### config.mk
export PLATFORM = sky130hd
export DESIGN_NAME = i2c_edid_slave_flat
export DESIGN_NICKNAME = d
export VERILOG_FILES = /design/src/rtl/i2c_edid_slave_pkg.sv /design/src/rtl/i2c_edid_slave_if.sv /design/src/rtl/i2c_in_filter.sv /design/src/rtl/i2c_edid_slave.sv /design/src/flat_wrapper.sv
export SDC_FILE = /design/constraint.sdc
export NUM_CORES = 1
export LEC_CHECK = 0
export BUFFER_PORTS_ARGS = -buffer_cell sky130_fd_sc_hd__buf_2
export CAP_MARGIN = 20
export CORE_MARGIN = 1
export CORE_UTILIZATION = 55
export DETAILED_ROUTE_END_ITERATION = 10
export GPL_ROUTABILITY_DRIVEN = 0
export PLACE_DENSITY_LB_ADDON = 0.25
export SYNTH_ARGS = -nofsm -noshare
export SYNTH_HDL_FRONTEND = slang
export SYNTH_SLANG_ARGS = --single-unit
### constraint.sdc
create_clock -name clk -period 5.3 [get_ports clk]
set_input_delay 1.06 -clock clk [delete_from_list [all_inputs] [get_ports clk]]
set_output_delay 1.06 -clock clk [all_outputs]
set_load 0.05 [all_outputs]
### src/rtl/i2c_edid_slave_pkg.sv
// i2c_edid_slave_pkg: shared state encoding and constants for the DDC/EDID target
package i2c_edid_slave_pkg;
  localparam logic [6:0] DDC_ADDR_EDID = 7'h50;
  localparam int ADDR_W = 8;
  localparam int DATA_W = 8;
  localparam int FILTER_LEN_DEF = 3;
  typedef enum logic [3:0] {
    IDLE, ADDR, ADDR_ACK, OFS, OFS_ACK, WR_NACK, RD_DATA, RD_ACK, IGNORE
  } state_t;
endpackage

### src/rtl/i2c_edid_slave_if.sv
// i2c_edid_slave_if: DDC pad signals plus the EDID ROM read port
interface i2c_edid_slave_if;
  logic       scl_i;
  logic       sda_i;
  logic       sda_oe;
  logic [7:0] rom_addr;
  logic [7:0] rom_data;
  logic       busy;
  modport slave (input scl_i, sda_i, rom_data, output sda_oe, rom_addr, busy);
  modport master (output scl_i, sda_i, rom_data, input sda_oe, rom_addr, busy);
endinterface

### src/rtl/i2c_in_filter.sv
// i2c_in_filter: 2-FF synchronizer, consecutive-sample glitch filter and edge pulses
module i2c_in_filter #(
  parameter int FILTER_LEN = 3
) (
  input  logic clk,
  input  logic rst,
  input  logic din,
  output logic lvl,
  output logic rise,
  output logic fall
);
  localparam int CW = $clog2(FILTER_LEN + 1);
  logic s1, s2, take;
  logic [CW-1:0] cnt;
  assign take = (s2 != lvl) && (cnt == CW'(FILTER_LEN - 1));
  // accept a new level only after FILTER_LEN equal differing samples; pulses align with the level update
  always_ff @(posedge clk or posedge rst) begin
    if (rst) begin
      {s1, s2, lvl} <= 3'b111;
      cnt <= '0;
      rise <= 1'b0;
      fall <= 1'b0;
    end else begin
      s1 <= din;
      s2 <= s1;
      rise <= take & s2;
      fall <= take & ~s2;
      lvl <= take ? s2 : lvl;
      cnt <= (s2 != lvl && !take) ? cnt + 1'b1 : '0;
    end
  end
endmodule

### src/rtl/i2c_edid_slave.sv
// i2c_edid_slave: read-only DDC target serving the EDID ROM at address 0x50
module i2c_edid_slave
  import i2c_edid_slave_pkg::*;
#(
  parameter logic [6:0] DEV_ADDR = DDC_ADDR_EDID,
  parameter int FILTER_LEN = FILTER_LEN_DEF
) (
  input logic clk,
  input logic rst,
  i2c_edid_slave_if.slave bus
);
  logic scl_f, sda_f, scl_rise, scl_fall, sda_rise, sda_fall;
  logic start, stop, rw, sda_oe, busy;
  logic [2:0] bitc;
  logic [DATA_W-1:0] sh, rx;
  logic [ADDR_W-1:0] offset;
  state_t state;

  i2c_in_filter #(.FILTER_LEN(FILTER_LEN)) u_scl (
    .clk(clk), .rst(rst), .din(bus.scl_i), .lvl(scl_f), .rise(scl_rise), .fall(scl_fall)
  );
  i2c_in_filter #(.FILTER_LEN(FILTER_LEN)) u_sda (
    .clk(clk), .rst(rst), .din(bus.sda_i), .lvl(sda_f), .rise(sda_rise), .fall(sda_fall)
  );

  assign start = scl_f & sda_fall;
  assign stop = scl_f & sda_rise;
  assign rx = {sh[DATA_W-2:0], sda_f};
  assign bus.rom_addr = offset;
  assign bus.sda_oe = sda_oe;
  assign bus.busy = busy;

  // protocol FSM; in the ACK states the registered sda_oe tells the first fall (drive) from the second (release)
  always_ff @(posedge clk or posedge rst) begin
    if (rst) begin
      state <= IDLE;
      sh <= '0;
      offset <= '0;
      bitc <= '0;
      rw <= 1'b0;
      sda_oe <= 1'b0;
      busy <= 1'b0;
    end else if (start) begin
      state <= ADDR;
      bitc <= '0;
      sda_oe <= 1'b0;
    end else if (stop) begin
      state <= IDLE;
      sda_oe <= 1'b0;
      busy <= 1'b0;
    end else begin
      case (state)
        ADDR: if (scl_rise) begin
          sh <= rx;
          bitc <= bitc + 1'b1;
          if (bitc == 3'd7) begin
            state <= (rx[7:1] == DEV_ADDR) ? ADDR_ACK : IGNORE;
            busy <= rx[7:1] == DEV_ADDR;
            rw <= rx[0];
          end
        end
        ADDR_ACK: if (scl_fall) begin
          if (!sda_oe) sda_oe <= 1'b1;
          else begin
            sda_oe <= rw & ~bus.rom_data[7];
            sh <= bus.rom_data;
            state <= rw ? RD_DATA : OFS;
          end
        end
        OFS: if (scl_rise) begin
          sh <= rx;
          bitc <= bitc + 1'b1;
          if (bitc == 3'd7) begin
            offset <= rx;
            state <= OFS_ACK;
          end
        end
        OFS_ACK: if (scl_fall) begin
          sda_oe <= ~sda_oe;
          state <= sda_oe ? WR_NACK : OFS_ACK;
        end
        RD_DATA: if (scl_fall) begin
          bitc <= bitc + 1'b1;
          sh <= {sh[DATA_W-2:0], 1'b0};
          sda_oe <= (bitc == 3'd7) ? 1'b0 : ~sh[DATA_W-2];
          state <= (bitc == 3'd7) ? RD_ACK : RD_DATA;
        end
        RD_ACK: if (scl_rise) begin
          if (sda_f) begin
            state <= IGNORE;
            busy <= 1'b0;
          end else offset <= offset + 1'b1;
        end else if (scl_fall) begin
          sh <= bus.rom_data;
          sda_oe <= ~bus.rom_data[7];
          state <= RD_DATA;
        end
        IGNORE: begin
          sda_oe <= 1'b0;
          busy <= 1'b0;
        end
        default: ;
      endcase
    end
  end
endmodule
### src/flat_wrapper.sv
// flat-port wrapper written by rule: the top's interface ports become plain ports
module i2c_edid_slave_flat import i2c_edid_slave_pkg::*;
#(
  parameter logic [6:0] DEV_ADDR = DDC_ADDR_EDID,
  parameter int FILTER_LEN = FILTER_LEN_DEF
)
  (clk, rst, bus_scl_i, bus_sda_i, bus_rom_data, bus_sda_oe, bus_rom_addr, bus_busy);
  i2c_edid_slave_if bus_i ();
  input logic clk;
  input logic rst;
  input wire logic [$bits(bus_i.scl_i)-1:0] bus_scl_i;
  input wire logic [$bits(bus_i.sda_i)-1:0] bus_sda_i;
  input wire logic [$bits(bus_i.rom_data)-1:0] bus_rom_data;
  output wire logic [$bits(bus_i.sda_oe)-1:0] bus_sda_oe;
  output wire logic [$bits(bus_i.rom_addr)-1:0] bus_rom_addr;
  output wire logic [$bits(bus_i.busy)-1:0] bus_busy;
  assign bus_i.scl_i = bus_scl_i;
  assign bus_i.sda_i = bus_sda_i;
  assign bus_i.rom_data = bus_rom_data;
  assign bus_sda_oe = bus_i.sda_oe;
  assign bus_rom_addr = bus_i.rom_addr;
  assign bus_busy = bus_i.busy;
  i2c_edid_slave #(.DEV_ADDR(DEV_ADDR), .FILTER_LEN(FILTER_LEN)) u_core (.clk(clk), .rst(rst), .bus(bus_i));
endmodule
Word-level counts from Yosys, hierarchy flattened
Index checks and enable logic that the tools add are counted.
{ "classes": {"addsub": 4, "n_eq_ne": 42, "n_mux": 53, "bitwise_logic": 14, "reduce_logical": 20} }
{ "ops": {"columns": ["op", "n"], "rows": [
  ["$mux W4", 14],
  ["$mux W7", 6],
  ["$mux W8", 4],
  ["$ne A4 B2 Y1 const B", 7],
  ["$pmux W7 S4", 1],
  ["$pmux W4 S6", 1],
  ["$mux W1", 16],
  ["$pmux W8 S2", 1],
  ["$mux W3", 5],
  ["$ne A2 B2 Y1 const B", 7],
  ["$eq A4 B3 Y1 const B", 3],
  ["$ne A3 B2 Y1 const B", 4],
  ["$ne A4 B1 Y1 const B", 3],
  ["$reduce_and A6 Y1", 2],
  ["$reduce_and A11 Y1", 1],
  ["$ne A5 B3 Y1 const B", 2],
  ["$reduce_and A9 Y1", 1],
  ["$add A8 B1 Y8 const B", 1],
  ["$eq A4 B2 Y1 const B", 2],
  ["$ne A2 B1 Y1 const B", 4],
  ["$reduce_bool A4 Y1", 2],
  ["$reduce_bool A8 Y1", 1],
  ["$and A1 B1 Y1", 7],
  ["$eq A7 B7 Y1 const B", 1],
  ["other kinds (22)", 37]
]} }
{ "totals": {"reg_bits": 39, "output_inout_bits": 10} }

Depth between registers and ports, before layout
{ "logic_depth": {"word_depth": 7, "ltp_mapped": 8, "depth_no_buf": 7} }

Modules after synthesis
A second synthesis with hierarchy kept.
{ "unflattened": {"cells_unflattened": 240, "area_unflattened_um2": 2267.2} }
{ "by_module_without_submodules": {"columns": ["module", "instances", "cells_per_inst", "area_per_inst_um2", "seq_area_each_um2"], "rows": [
  ["i2c_edid_slave", 1, 204, 1784.2, 625.6],
  ["i2c_in_filter", 2, 18, 241.5, 178.9]
]} }

Least setup slack after synthesis
No wires, ideal clock.
{ "synth_timing": {"path_kind": "flip-flop to flip-flop", "start": "register u_core.sda_oe (netlist: u_core.bus.sda_oe)", "end": "register u_core.state[0]", "arrival_time_ps": 1967, "required_time_ps": 5173, "slack_ps": 3205, "stages_incl_launch_ff": 6, "path_buffers": 0, "synth_period_minus_slack_ps": 2095, "cell_sequence": "dfrtp_1 > a21oi_1 > and3_1 > or4_4 > o21ai_2 > mux2_1"} }
{ "synth_via": {"elab_chain_len": 5, "elab_cells_between_ends": 7, "classes_between": "eq/ne (1); mux (5); reduce/logical (1)"} }
{ "synth_rtl": {"columns": ["item", "line", "text"], "rows": [
  ["start, declared", "i2c_edid_slave.sv:13", "logic start, stop, rw, sda_oe, busy;"],
  ["start signal, assigned", "i2c_edid_slave.sv:65", "sda_oe <= rw & ~bus.rom_data[7];"],
  ["start signal, assigned", "i2c_edid_slave.sv:79", "sda_oe <= ~sda_oe;"],
  ["start signal, assigned", "i2c_edid_slave.sv:85", "sda_oe <= (bitc == 3'd7) ? 1'b0 : ~sh[DATA_W-2];"],
  ["$mux W1", "i2c_edid_slave.sv:80", "state <= sda_oe ? WR_NACK : OFS_ACK;"],
  ["$mux W4", "i2c_edid_slave.sv:78", "OFS_ACK: if (scl_fall) begin"],
  ["$pmux W4 S6", "i2c_edid_slave.sv:52", "case (state)"],
  ["$mux W4", "i2c_edid_slave.sv:47", "end else if (stop) begin"],
  ["$mux W4", "i2c_edid_slave.sv:43", "end else if (start) begin"],
  ["end signal, assigned", "i2c_edid_slave.sv:57", "state <= (rx[7:1] == DEV_ADDR) ? ADDR_ACK : IGNORE;"],
  ["end signal, assigned", "i2c_edid_slave.sv:80", null],
  ["end signal, assigned", "i2c_edid_slave.sv:86", "state <= (bitc == 3'd7) ? RD_ACK : RD_DATA;"],
  ["end, declared", "i2c_edid_slave.sv:17", "state_t state;"]
]} }
Parallel ways exist; a longest one is shown, timed or not. The select of a mux whose other input is x is not followed.
A chain may end at the register's enable or synchronous reset.

Final worst setup path
{ "layout_timing": {"start": "register u_core.state[2]", "end": "register u_core.state[0]"} }
{ "layout_via": {"elab_chain_len": 4, "elab_cells_between_ends": 21, "classes_between": "eq/ne (16); mux (3); reduce/logical (2)"} }
{ "layout_rtl": {"columns": ["item", "line", "text"], "rows": [
  ["start signal, assigned", "i2c_edid_slave.sv:57", null],
  ["start signal, assigned", "i2c_edid_slave.sv:67", "state <= rw ? RD_DATA : OFS;"],
  ["start signal, assigned", "i2c_edid_slave.sv:80", null],
  ["$eq A4 B3 Y1, or another cell as far along", "i2c_edid_slave.sv:52", null],
  ["$pmux W4 S6", "i2c_edid_slave.sv:52", null],
  ["$mux W4", "i2c_edid_slave.sv:47", null],
  ["$mux W4", "i2c_edid_slave.sv:43", null]
]} }
Parallel ways exist; a longest one is shown, timed or not.

==> key figures <==
Outcome
  • Status: completed

Synth
  • Synth area leader: dfrtp_1
  • Synth Flop Type: dfrtp_1
  • Post-synth EDFFs: 0
  • Yosys cell types: 51
  • Share of the synthesized area in the top cell type: 0.3731
  • Syn Nets: 259
  • Synth Instances: 241
  • Count leader, synth: dfrtp_1
  • Sequential cell area fraction in the yosys report: 0.4443
  • Async SR Flop Fraction: 1.000
  • Top cells by area, synth: dfrtp_1, dfstp_2, a21oi_1, mux2i_1, nand2_1
  • Yosys reg bits: 39
  • Syn_area_per_cell: 9.184 µm²
  • Synth Cell Area: 2213 µm²
  • Post-synth top cells: dfrtp_1, a21oi_1, nand2_1, nor2_1, o21ai_0
  • Ys Warns: 0

Clocking
  • Skew-Pair Late Insertion Delay: 300 ps
  • CTS tree: built
  • Clk sinks: 39
  • CTS buffer count: 5
  • Setup bufs post-CTS: 0
  • Clock Path Buffers: 2
  • Clock-pin transition on the worst setup and hold timing paths: 80 ps
  • Clock root buffer: clkbuf_8
  • Hold bufs inserted after CTS: 0
  • H-tree depth: 2
  • CTS resizes: 0

Cells and area
  • Final nets: 275
  • Layout cells sized above 1: 0.1744
  • Antenna Cells: 0
  • Core Util, Final: 0.6483
  • P&R area growth vs syn: 10.46%
  • Finished Layout Cells: 306

Global route
  • GRT Total Usage: 0.2440
  • Initial antenna violation count: 0
  • Vias in the first global route: 1656
  • Pin count of the biggest net entering global routing: 40
  • First-pass GRT wire length: 7.762 mm
  • GR Overflow Total: 0

Critical path
  • Worst Path Required: 5480 ps
  • Max incr delay on CP: 820 ps
  • Delay-heaviest family, CP: simple AND/OR/NAND/NOR gates
  • Worst flop-to-flop path startpoint: u_core.state[2]$_DFFE_PP0P_
  • Kind of critical path: flop to flop
  • Reg-to-reg slack, setup: 2830 ps
  • CP endpoint: u_core.state[0]$_DFFE_PP0P_
  • Element type at the critical path start: flop
  • Critical Path Stages: 5
  • Most Frequent Cell on Critical Path: o21ai_2
  • Slowest CP cell: and4b_1
  • Crit. End Element: flop
  • Crit-path cells: and4b_1, o21ai_2, a21oi_2, o21ai_2, mux2_1
  • Critical path buffers and inverters: 0
  • R2R Path End: u_core.state[0]$_DFFE_PP0P_
  • Worst Path Arrival: 2650 ps
  • Worst Setup SP: u_core.state[2]$_DFFE_PP0P_
  • Crit Path Max Fanout: 24
  • Reg2Reg Depth: 5

Timing
  • Clock Skew: 10.24 ps
  • Final Max Slew Viols: 0
  • Worst slew margin: 0.4791
  • Min Tclk post-route: 2468 ps
  • Setup_tns: 0 ps
  • Worst Setup Slack, final: 2832 ps
  • Final setup violation count: 0
  • RSZ-0062 raised after global routing: no
  • Worst slew pin tran: 780.8 ps
  • Final Hold Fails: 0
  • Fmax achieved: 405.2 MHz
  • Tcrit/Tclk final: 0.4657

Detailed routing
  • Drt drc: 0
  • Via count of the routed design: 1839
  • Routed wire length: 4.629 mm
  • Pre-antenna DRT Iters: 4
  • Remaining antenna violation count: 0
  • Post-DR vias/cell: 6.010
  • Routed WL per cell: 15.13 µm
  • 1st-iter DRT viols: 180

Power
  • Net Sw Frac: 0.3877
  • Worst vdd ir: 0.2692 mV
  • Sw Pwr: 0.4321 mW
  • Clock power frac: 0.238
  • PwrDens: 455.8 nW/µm²
  • Seq pwr share: 0.462
  • Gate power share: 0.300
  • Pint: 0.6823 mW
  • P_leak: 1.092 nW

Floorplan
  • Die Y: 65.44 µm
  • Die area: 4282 µm²
  • Die Span X: 65.44 µm
  • I/O pins: 22
  • Initial core utilization: 0.5869
  • Core area: 3771 µm²
  • FP Rows: 22

Place
  • Place WS: 2938 ps
  • Cells after DPL: 298
  • DPL Wire Length: 3.212 mm
  • I/O Buffers: 21

Min path
  • Min-delay worst type: flop to flop
  • Hold Path Depth: 0

Job
  • Max cap viols: 0
[worst min path at each step]
stage                                    from  slack, ps                         to
global route        u_core.u_scl.s1$_DFF_PP1_        370  u_core.u_scl.s2$_DFF_PP1_
CTS                 u_core.u_sda.s1$_DFF_PP1_        360  u_core.u_sda.s2$_DFF_PP1_
finish              u_core.u_scl.s1$_DFF_PP1_        360  u_core.u_scl.s2$_DFF_PP1_
detailed placement  u_core.u_scl.s1$_DFF_PP1_        350  u_core.u_scl.s2$_DFF_PP1_
floorplan           u_core.u_scl.s1$_DFF_PP1_        350  u_core.u_scl.s2$_DFF_PP1_
global placement    u_core.u_scl.s1$_DFF_PP1_        350  u_core.u_scl.s2$_DFF_PP1_
[metal layers]
layer	share of wire	wire length [µm]	up-vias	GRT usage
met2	0.44	2041	71	0.3479
li1	-	-	902	-
met5	0	0	-	0
met3	0.068	313	11	0.07465
met1	0.47	2182	855	0.3435
met4	0.020	91	0	0.09783
[power by group through the flow]
stage | clock [mW] | sequential [mW] | combinational (mW)
6_report | 0.266 | 0.515 | 0.334
5_1_grt | 0.280 | 0.531 | 0.383
4_1_cts | 0.267 | 0.510 | 0.335
3_5_place_dp | 0 | 0.515 | 0.332
3_3_place_gp | 0 | 0.512 | 0.324
2_1_floorplan | 0 | 0.452 | 0.311
[layout by cell type, fill, tap and decap left out, types with 4 or more instances in the layout]
cell type and n:
nand4_1 5, nand3_1 10, ha_1 6, o21ai_0 11
o21ai_1 8, nor2_1 14, mux2i_1 10, and3_1 4
inv_1 10, a21oi_1 26, buf_2 21, nor3_1 4
dfstp_2 6, nand2b_1 8, nand2_1 23, dfrtp_1 33
clkbuf_8 6
[registers in the layout, indices dropped and copies added (netlist names)]
register	cells
u_core.state	4
u_core.rw	1
u_core.u_sda.rise	1
u_core.u_sda.s2	1
u_core.u_scl.s1	1
u_core.u_sda.fall	1
u_core.u_sda.s1	1
u_core.bus.rom_addr	8
u_core.u_scl.rise	1
u_core.bus.busy	1
u_core.sh	7
u_core.bitc	3
u_core.u_scl.s2	1
u_core.u_sda.cnt	2
u_core.u_scl.cnt	2
u_core.u_scl.fall	1
u_core.u_sda.lvl	1
u_core.bus.sda_oe	1
u_core.u_scl.lvl	1
[metrics by stage]
stage	total power, mW	cell area [µm²]	hold WS [ps]
after floorplan	0.7633	2213	345.2
final	1.114	2445	360.7
after CTS	1.112	2445	364.5
after global placement	0.8365	2323	348.2
after detailed placement	0.8466	2323	351.4
after global routing	1.194	2445	365.9
[cell families (layout without fill, tap and decap cells)]
group | count (synthesis) | count (layout) | synth area share
flops | 39 | 39 | 0.4443
buf+inv | 24 | 41 | 0.04692
fa+ha+maj | 6 | 6 | 0.03392
mux | 12 | 12 | 0.05540
compound gates | 72 | 72 | 0.2046
simple gates | 85 | 85 | 0.2029
xor+xnor | 3 | 3 | 0.01187
[final cells by class]
class / instances / area [µm²]
clock inverter: 2 / 38.79
sequential: 39 / 983.4
fill: 292 / 1326
tap: 48 / 60.06
timing repair buffer: 22 / 112.6
multi-input combinational: 178 / 1126
clock buffer: 6 / 82.58
inverter: 11 / 41.29
Note: power is estimated with default switching activity, not from simulation.
